`config.mk`:
```
export PLATFORM = sky130hd
export DESIGN_NAME = tube_dma_ctrl
export DESIGN_NICKNAME = d
export VERILOG_FILES = /design/src/rtl/tube_pkg.sv /design/src/rtl/tube_sync.sv /design/src/rtl/tube_dma_ctrl.sv
export SDC_FILE = /design/constraint.sdc
export NUM_CORES = 1
export LEC_CHECK = 0
export ABC_AREA = 0
export BUFFER_PORTS_ARGS = -buffer_cell sky130_fd_sc_hd__buf_2
export CAP_MARGIN = 20
export CORE_MARGIN = 3
export CORE_UTILIZATION = 60
export CTS_BUF_LIST = sky130_fd_sc_hd__clkbuf_16
export DETAILED_ROUTE_END_ITERATION = 7
export HOLD_SLACK_MARGIN = 0.05
export PLACE_DENSITY_LB_ADDON = 0.05
export SLEW_MARGIN = 5
export SYNTH_ARGS = -nofsm -noshare
export SYNTH_HDL_FRONTEND = slang
export SYNTH_SLANG_ARGS = --single-unit
```
`constraint.sdc`:
```
create_clock -name clk -period 7.4 [get_ports clk]
set_clock_uncertainty 0.2 [all_clocks]
set_input_delay 0.74 -clock clk [delete_from_list [all_inputs] [get_ports clk]]
set_output_delay 0.74 -clock clk [all_outputs]
set_load 0.05 [all_outputs]
```
`src/rtl/tube_pkg.sv`:
```
// Shared types and constants for the Tube register-3 DMA sequencer.
// No logic of its own; imported by the sequencer top.
// No flow control.
package tube_pkg;

    // Transfer direction as sampled with start
    localparam logic DIR_H2P = 1'b0;  // drain HP3 (host to parasite)
    localparam logic DIR_P2H = 1'b1;  // fill PH3 (parasite to host)

    typedef enum logic [2:0] {
        ST_IDLE,
        ST_WAIT,
        ST_REQ,
        ST_ACK,
        ST_SETTLE,
        ST_DONE,
        ST_ERR
    } state_e;

endpackage

```
`src/rtl/tube_sync.sv`:
```
// Two-flop synchroniser for an asynchronous level flag.
// Latency: 2 clk cycles from flag change to q_o.
// No flow control; the output simply follows the input level.
module tube_sync (
    input  logic clk_i,
    input  logic rst_b_i,
    input  logic d_i,
    output logic q_o
);

    logic meta_q;
    logic sync_q;

    // Two back-to-back flops; the first may go metastable, the second resolves it
    always_ff @(posedge clk_i or negedge rst_b_i) begin
        if (!rst_b_i) begin
            meta_q <= 1'b0;
            sync_q <= 1'b0;
        end else begin
            meta_q <= d_i;
            sync_q <= meta_q;
        end
    end

    assign q_o = sync_q;

endmodule

```
`src/rtl/tube_dma_ctrl.sv`:
```
// Parasite-side DMA sequencer for Tube register 3: drq generation, beat pacing, byte count, timeout.
// Latency: FIFO flag to drq 4 cycles; final dack_b release to done 1 cycle; all outputs registered.
// Backpressure: each beat waits for dack_b low then high; drq waits at most TMO_CYC cycles before ERR.
module tube_dma_ctrl
    import tube_pkg::*;
#(
    parameter int CNT_W      = 16,
    parameter int SETTLE_CYC = 3,
    parameter int TMO_CYC    = 255
) (
    input  logic             clk,
    input  logic             rst_b,
    input  logic             tube_reset,
    input  logic             start,
    input  logic             dir,
    input  logic             two_byte,
    input  logic [CNT_W-1:0] count,
    input  logic             hp3_full_a,
    input  logic             ph3_full_a,
    input  logic             dack_b,
    output logic             drq,
    output logic             busy,
    output logic             done,
    output logic             error,
    output logic [CNT_W-1:0] remaining
);

    localparam logic [3:0] SETTLE_LD = 4'(SETTLE_CYC);
    localparam logic [7:0] TMO_LIM   = 8'(TMO_CYC);

    state_e           state_q, state_d;
    logic             dir_q, dir_d;
    logic             two_q, two_d;
    logic [CNT_W-1:0] rem_q, rem_d;
    logic [1:0]       beat_q, beat_d;
    logic [3:0]       settle_q, settle_d;
    logic [7:0]       tmo_q, tmo_d;
    logic             drq_q, drq_d;
    logic             busy_q, busy_d;
    logic             done_q, done_d;
    logic             err_q, err_d;

    logic hp3_full_s;
    logic ph3_full_s;
    logic fifo_rdy;

    tube_sync u_sync_hp3 (
        .clk_i   (clk),
        .rst_b_i (rst_b),
        .d_i     (hp3_full_a),
        .q_o     (hp3_full_s)
    );

    tube_sync u_sync_ph3 (
        .clk_i   (clk),
        .rst_b_i (rst_b),
        .d_i     (ph3_full_a),
        .q_o     (ph3_full_s)
    );

    // H2P needs a byte waiting in HP3; P2H needs PH3 to have room
    assign fifo_rdy = (dir_q == DIR_P2H) ? !ph3_full_s : hp3_full_s;

    // Next-state and registered-output decode; outputs reflect the state just left
    always_comb begin
        state_d  = state_q;
        dir_d    = dir_q;
        two_d    = two_q;
        rem_d    = rem_q;
        beat_d   = beat_q;
        settle_d = settle_q;
        tmo_d    = tmo_q;
        drq_d    = 1'b0;
        busy_d   = busy_q;
        done_d   = 1'b0;
        err_d    = err_q;

        if (tube_reset && (state_q != ST_IDLE)) begin
            // Abort: drop the request, keep the residual count and error flag
            state_d = ST_IDLE;
            busy_d  = 1'b0;
        end else begin
            case (state_q)
                ST_IDLE: begin
                    if (start && !tube_reset) begin
                        dir_d    = dir;
                        two_d    = two_byte;
                        rem_d    = count;
                        err_d    = 1'b0;
                        busy_d   = 1'b1;
                        settle_d = 4'd0;
                        state_d  = (count == '0) ? ST_DONE : ST_WAIT;
                    end
                end
                ST_WAIT: begin
                    if (fifo_rdy && (settle_q == 4'd0)) begin
                        beat_d  = two_q ? 2'd2 : 2'd1;
                        tmo_d   = 8'd0;
                        state_d = ST_REQ;
                    end
                end
                ST_REQ: begin
                    drq_d = 1'b1;
                    if (!dack_b) begin
                        state_d = ST_ACK;
                    end else if ((tmo_q + 8'd1) == TMO_LIM) begin
                        state_d = ST_ERR;
                    end else begin
                        tmo_d = tmo_q + 8'd1;
                    end
                end
                ST_ACK: begin
                    if (dack_b) begin
                        rem_d  = (rem_q != '0) ? rem_q - CNT_W'(1) : '0;
                        beat_d = (beat_q != 2'd0) ? beat_q - 2'd1 : 2'd0;
                        if (rem_q <= CNT_W'(1)) begin
                            state_d = ST_DONE;
                        end else if (beat_q > 2'd1) begin
                            // Second byte of a pair goes straight out without a flag check
                            tmo_d   = 8'd0;
                            state_d = ST_REQ;
                        end else begin
                            // Flags are stale until the synchronisers catch up
                            settle_d = SETTLE_LD;
                            state_d  = ST_SETTLE;
                        end
                    end
                end
                ST_SETTLE: begin
                    if (settle_q <= 4'd1) begin
                        settle_d = 4'd0;
                        state_d  = ST_WAIT;
                    end else begin
                        settle_d = settle_q - 4'd1;
                    end
                end
                ST_DONE: begin
                    done_d  = 1'b1;
                    busy_d  = 1'b0;
                    state_d = ST_IDLE;
                end
                ST_ERR: begin
                    err_d   = 1'b1;
                    busy_d  = 1'b0;
                    state_d = ST_IDLE;
                end
                default: begin
                    state_d = ST_IDLE;
                    busy_d  = 1'b0;
                end
            endcase
        end
    end

    // State and output registers
    always_ff @(posedge clk or negedge rst_b) begin
        if (!rst_b) begin
            state_q  <= ST_IDLE;
            dir_q    <= DIR_H2P;
            two_q    <= 1'b0;
            rem_q    <= '0;
            beat_q   <= 2'd0;
            settle_q <= 4'd0;
            tmo_q    <= 8'd0;
            drq_q    <= 1'b0;
            busy_q   <= 1'b0;
            done_q   <= 1'b0;
            err_q    <= 1'b0;
        end else begin
            state_q  <= state_d;
            dir_q    <= dir_d;
            two_q    <= two_d;
            rem_q    <= rem_d;
            beat_q   <= beat_d;
            settle_q <= settle_d;
            tmo_q    <= tmo_d;
            drq_q    <= drq_d;
            busy_q   <= busy_d;
            done_q   <= done_d;
            err_q    <= err_d;
        end
    end

    assign drq       = drq_q;
    assign busy      = busy_q;
    assign done      = done_q;
    assign error     = err_q;
    assign remaining = rem_q;

endmodule

```
# After elaboration in Yosys (flattened, before gate mapping)
# Index checks and enable logic that the tools add are counted.
# Widths: inputs -> output; s select.
# classes
reduce_logical	25
add_sub_neg	4
multipliers	0
n_lt_le_gt_ge	3
n_bitwise	1
n_mux	43
n_div	0
n_shift	0
n_eq_ne	21
# op_table
operator	count
$mux 16	3
$mux 8	6
$pmux 16 s2	1
$mux 3	10
$pmux 8 s3	1
$mux 4	5
$le 16x1->1 const B	1
$logic_not 16->1	1
$ne 2x2->1 const B	8
$reduce_bool 16->1	1
$sub 16x1->16 const B	1
$pmux 3 s5	1
$ne 3x3->1 const B	4
$pmux 4 s3	1
$eq 3x3->1 const B	3
$reduce_bool 3->1	3
$add 8x1->8 const B	1
$eq 8x8->1 const B	1
$mux 1	8
$mux 2	4
$reduce_and 4->1	2
$reduce_and 8->1	1
$reduce_bool 2->1	4
$eq 3x2->1 const B	2
19 further kinds	24
# totals
n_memories	0
latch_bits	0
in_bits	25
register_bits	43
mem_bits_rw	0
romBits	0
out_inout_bits	20
wordCells	112

# Longest topological paths before layout
# depth
word_depth	6
depth_mapped	8
mapped_depth_nobuf	8

# Cells and area by module
# A second synthesis with hierarchy kept.
# hier_totals
cells_unflattened	310
area_unflattened_um2	2661.3
# by_module_without_submodules
mod	seq_area_each_um2	instances	cells_per_inst	area_per_inst_um2
tube_dma_ctrl	975.9	1	306	2561.2
tube_sync	50.0	2	2	50.0

# Worst setup path before layout
# Ideal clock, no wire load.
# synth_path
kind	flip-flop to flip-flop
startpoint	reg rem_q[0], in the netlist remaining[0]
endpoint	reg tmo_q[0]
setup_ps	125
setup_slack_ps	4572
synth_period_minus_slack_ps	2828
required_ps	7075
path_stages_with_launch	8
path_buffers	0
arrival_time_ps	2503
cell_sequence	dfrtp_1 > inv_1 > ha_1 > nor2_1 > o21ai_0 > a2111oi_2 > o21ai_2 > mux2_2
# synth_between
elab_chain_cells	3
# synth_lines
element	line	text
start, declared	tube_dma_ctrl.sv:34	logic [CNT_W-1:0] rem_q, rem_d;
start signal, assigned	tube_dma_ctrl.sv:173	rem_q <= rem_d;
$le 16x1->1	tube_dma_ctrl.sv:116	if (rem_q <= CNT_W'(1)) begin
$ne 2x2->1 (no source line)	-	
$reduce_and 8->1 (no source line)	-	
end signal, assigned	tube_dma_ctrl.sv:176	tmo_q <= tmo_d;
end, declared	tube_dma_ctrl.sv:37	logic [7:0] tmo_q, tmo_d;
# No other way between the ends.
# A chain may end at the register's enable or synchronous reset.

# Worst setup path in the final report
# layout_path
startpoint	reg settle_q[0]
endpoint	reg state_q[0]
# layout_between
elab_chain_cells	4
word_cells_on_any_way	6
cone_classes	order compare (1); eq/ne (2); reduce/logical (3)
# layout_lines
element	line	text
start, declared	tube_dma_ctrl.sv:36	logic [3:0] settle_q, settle_d;
start signal, assigned	tube_dma_ctrl.sv:175	settle_q <= settle_d;
branches (longest 3 deep; another with $le 4x1->1)	-	
$reduce_and 5->1 (no source line) (*)	-	
end signal, assigned	tube_dma_ctrl.sv:170	state_q <= state_d;
end, declared	tube_dma_ctrl.sv:31	state_e state_q, state_d;
# Every way passes the cells marked *.

==> flow_summary.json <==
{
  "status": "finished clean",
  "antenna_found_initial": 0,
  "end_kind": "register",
  "cts_setup_buffers": 0,
  "grt_pass1_wl_mm": 10.3,
  "async_flop_share_pct": 100,
  "cp.required_ps": 7370,
  "dp_hpwl_mm": 4.41,
  "io_pins": 45,
  "cts_buffers": 5,
  "crit_start": "settle_q[0]",
  "h-tree-depth": 2,
  "grt_pass1_vias": 2240,
  "grt_usage_pct": 24.5,
  "fin_nets": 374,
  "avgSynthCellArea_um2": 8.63,
  "post-synth-top-area-cell": "dfrtp_1",
  "die_width_um": 72,
  "fmax_ghz": 0.334,
  "synth-main-ff-cell": "dfrtp_1",
  "crit_end": "state_q[0]",
  "reg2reg_from": "settle_q[0]",
  "synth_top_family_by_area": "compound AO/OA/AOI/OAI gates",
  "use_met2_pct": 38.9,
  "critPathMaxFanout": 9,
  "port_buffers": 44,
  "seq_area_um2": 1080,
  "final_common_cell": "buf_2",
  "rows": 23,
  "synth_seq_cells": 43,
  "relSlewSlack_pct": 35.4,
  "synth_seq_area_share_pct": 41.2,
  "ir_worst_vdd_v": 0.000275,
  "reg2reg_to": "state_q[0]",
  "period_minus_slack_ps": 2990,
  "grt_max_degree": 44,
  "die_h_um": 72,
  "gp_congestion": 0.879,
  "drt-initial-drc-count": 302,
  "cts_resized": 0,
  "synthXorXnorAreaFrac_pct": 1.34,
  "hold_violations": 0,
  "synth_area_um2": 2610,
  "synthAdderAreaFrac_pct": 3.83,
  "layout_setup_ws_ps": 4410,
  "grt_setup_unrepaired": "no",
  "synth_compound_area_share_pct": 25.8,
  "cts_buffer_depth": 2,
  "synth_cell_type_count": 52,
  "dieArea_um2": 5180,
  "final_antenna_net_count": 0,
  "yosys_warnings": 0,
  "wl_per_cell_um": 16.2,
  "arrival_ps": 2960,
  "grt_use_met1_pct": 35.2,
  "synth_edf_count": 0,
  "clk_pin_slew_ps": 60,
  "drive_gt1_share_pct": 17.8,
  "synth_top_area_share_pct": 41.2,
  "r2r_slack_ps": 4410,
  "finalWirelength_mm": 6.33,
  "gr-total-overflow": 0,
  "synthMuxAreaShare_pct": 2.68,
  "criticalPathCategory": "reg -> reg",
  "cap_viol_max_count": 0,
  "vias_per_cell": 6.42,
  "final_cell_mix": "buf_2 (44), dfrtp_1 (43), o21ai_0 (39)",
  "initial_core_util_pct": 63.5,
  "synth.area.top_cells": "dfrtp_1 (41%), o21ai_0 (7.5%), nor2_1 (5.2%)",
  "vias": 2515,
  "start_kind": "register",
  "first_pass_iters": 6,
  "insertion_delay_ps": 280,
  "antenna_cells": 0,
  "drv_slew": 0,
  "p_leak_nw": 1.30,
  "reg2regPathDepth": 7,
  "final-setup-viol-count": 0,
  "use_met3_pct": 3.46,
  "min_path_type": "reg -> reg",
  "multi_input_area_um2": 1440,
  "root_buffer": "clkbuf_16",
  "dp_slack_ps": 4490,
  "synthToLayoutAreaGrowth_pct": 15.2,
  "power_density_nw_per_um2": 420,
  "cts_tree": "built",
  "syn_inst": 303,
  "hold_buffers": 0,
  "post-route-period-util_pct": 40.5,
  "syn_nets": 336,
  "worst_pin_slew_ps": 954,
  "design.core.area_um2": 4120,
  "fillers": 315,
  "clock-sinks": 43,
  "synth-simple-area-share_pct": 21.5,
  "drc": 0,
  "tns_ps": 0,
  "grt_busiest_layer": "met2"
}
==> sequential cells by signal (all words and copies together) (netlist names) <==
register	cells
u_sync_ph3.meta_q	1
remaining	16
tmo_q	8
error	1
two_q	1
u_sync_ph3.q_o	1
drq	1
u_sync_hp3.meta_q	1
busy	1
beat_q	2
settle_q	4
dir_q	1
state_q	3
u_sync_hp3.q_o	1
done	1
==> routing by layer <==
| metal | part of all wire [%] | vias up |
|---|---|---|
| met2 | 48 | 110 |
| met1 | 44 | 1194 |
| met4 | 1.1 | 0 |
| met5 | 0 | - |
| li1 | - | 1199 |
| met3 | 6.9 | 12 |
==> cell usage after synthesis (2+ instances only) <==
library cell   n
nand3b_1       4
nand3_1        8
clkbuf_1      12
ha_1           8
nand2_1       20
dfrtp_1       43
nand2b_1       6
nor2_1        36
a21oi_1       20
or3_1          5
nor4_1         9
o32a_1         2
a221oi_1       3
a32oi_1        4
mux2_2         4
a22oi_1        8
a211o_1        2
xnor2_1        2
o2bb2ai_1      5
xor2_1         2
nor3_1        12
o221ai_1       3
nor3b_1        3
o22ai_1        3
nor2b_1        2
inv_1         13
o21ai_0       39
==> worst min-delay path by stage <==
| stage | from | to | slack, ps | cells after the start |
|---|---|---|---|---|
| after floorplan | u_sync_hp3.meta_q | u_sync_hp3.q_o | 130 | 0 |
| after global placement | u_sync_ph3.meta_q | u_sync_ph3.q_o | 140 | 0 |
| after detailed placement | u_sync_ph3.meta_q | u_sync_ph3.q_o | 130 | 0 |
| after CTS | u_sync_ph3.meta_q | u_sync_ph3.q_o | 150 | 0 |
| after global routing | u_sync_hp3.meta_q | u_sync_hp3.q_o | 170 | 0 |
| final | u_sync_ph3.meta_q | u_sync_ph3.q_o | 150 | 0 |
==> stage by stage <==
step / instance area, um2 / std cells / utilization [%] / total power, W / hold WS, ps
2_1_floorplan: 2610 / 303 / - / 0.000869 / 131
3_3_place_gp: 2850 / 384 / 69.2 / 0.000999 / 135
3_5_place_dp: 2850 / 384 / 69.2 / 0.00101 / 135
4_1_cts: 3010 / 392 / 73.2 / 0.00126 / 148
5_1_grt: 3010 / 392 / 73.2 / 0.00134 / 168
6_report: 3010 / 392 / 73.2 / 0.00126 / 147
==> report_power, final <==
| group | leakage (nW) | internal [W] | switching [W] |
|---|---|---|---|
| Clock | 0.0812 | 0.000157 | 0.0000872 |
| Sequential | 0.541 | 0.000315 | 0.000104 |
| Combinational | 0.679 | 0.000191 | 0.000409 |
| Total | 1.30 | 0.000664 | 0.000601 |
==> cell type report <==
| cell class | count | share of cell area (%) |
|---|---|---|
| clock buffers | 5 | 4.15 |
| clock inverters | 3 | 1.29 |
| inverters | 13 | 1.62 |
| multi-input cells | 234 | 47.8 |
| flip-flops and latches | 43 | 35.7 |
| well taps | 50 | 2.08 |
| repair buffers | 44 | 7.31 |
==> kinds of logic (layout without fill, tap and decap cells) <==
logic type / after synthesis / after routing
flip-flops: 43 / 43
multiplexers: 6 / 6
adder cells (fa/ha/maj): 8 / 8
AO/OA/AOI/OAI: 103 / 103
XOR/XNOR: 4 / 4
AND/OR/NAND/NOR: 113 / 113
buffers and inverters: 26 / 65
==> critical path, cell delays in order (launching register included) <==
cell,delay (ps)
dfrtp_1,420
inv_1,100
ha_1,180
nor2_1,60
o311ai_1,780
o221ai_1,360
o41a_1,480
mux2_4,300
Power figures use the tool's default switching activity.
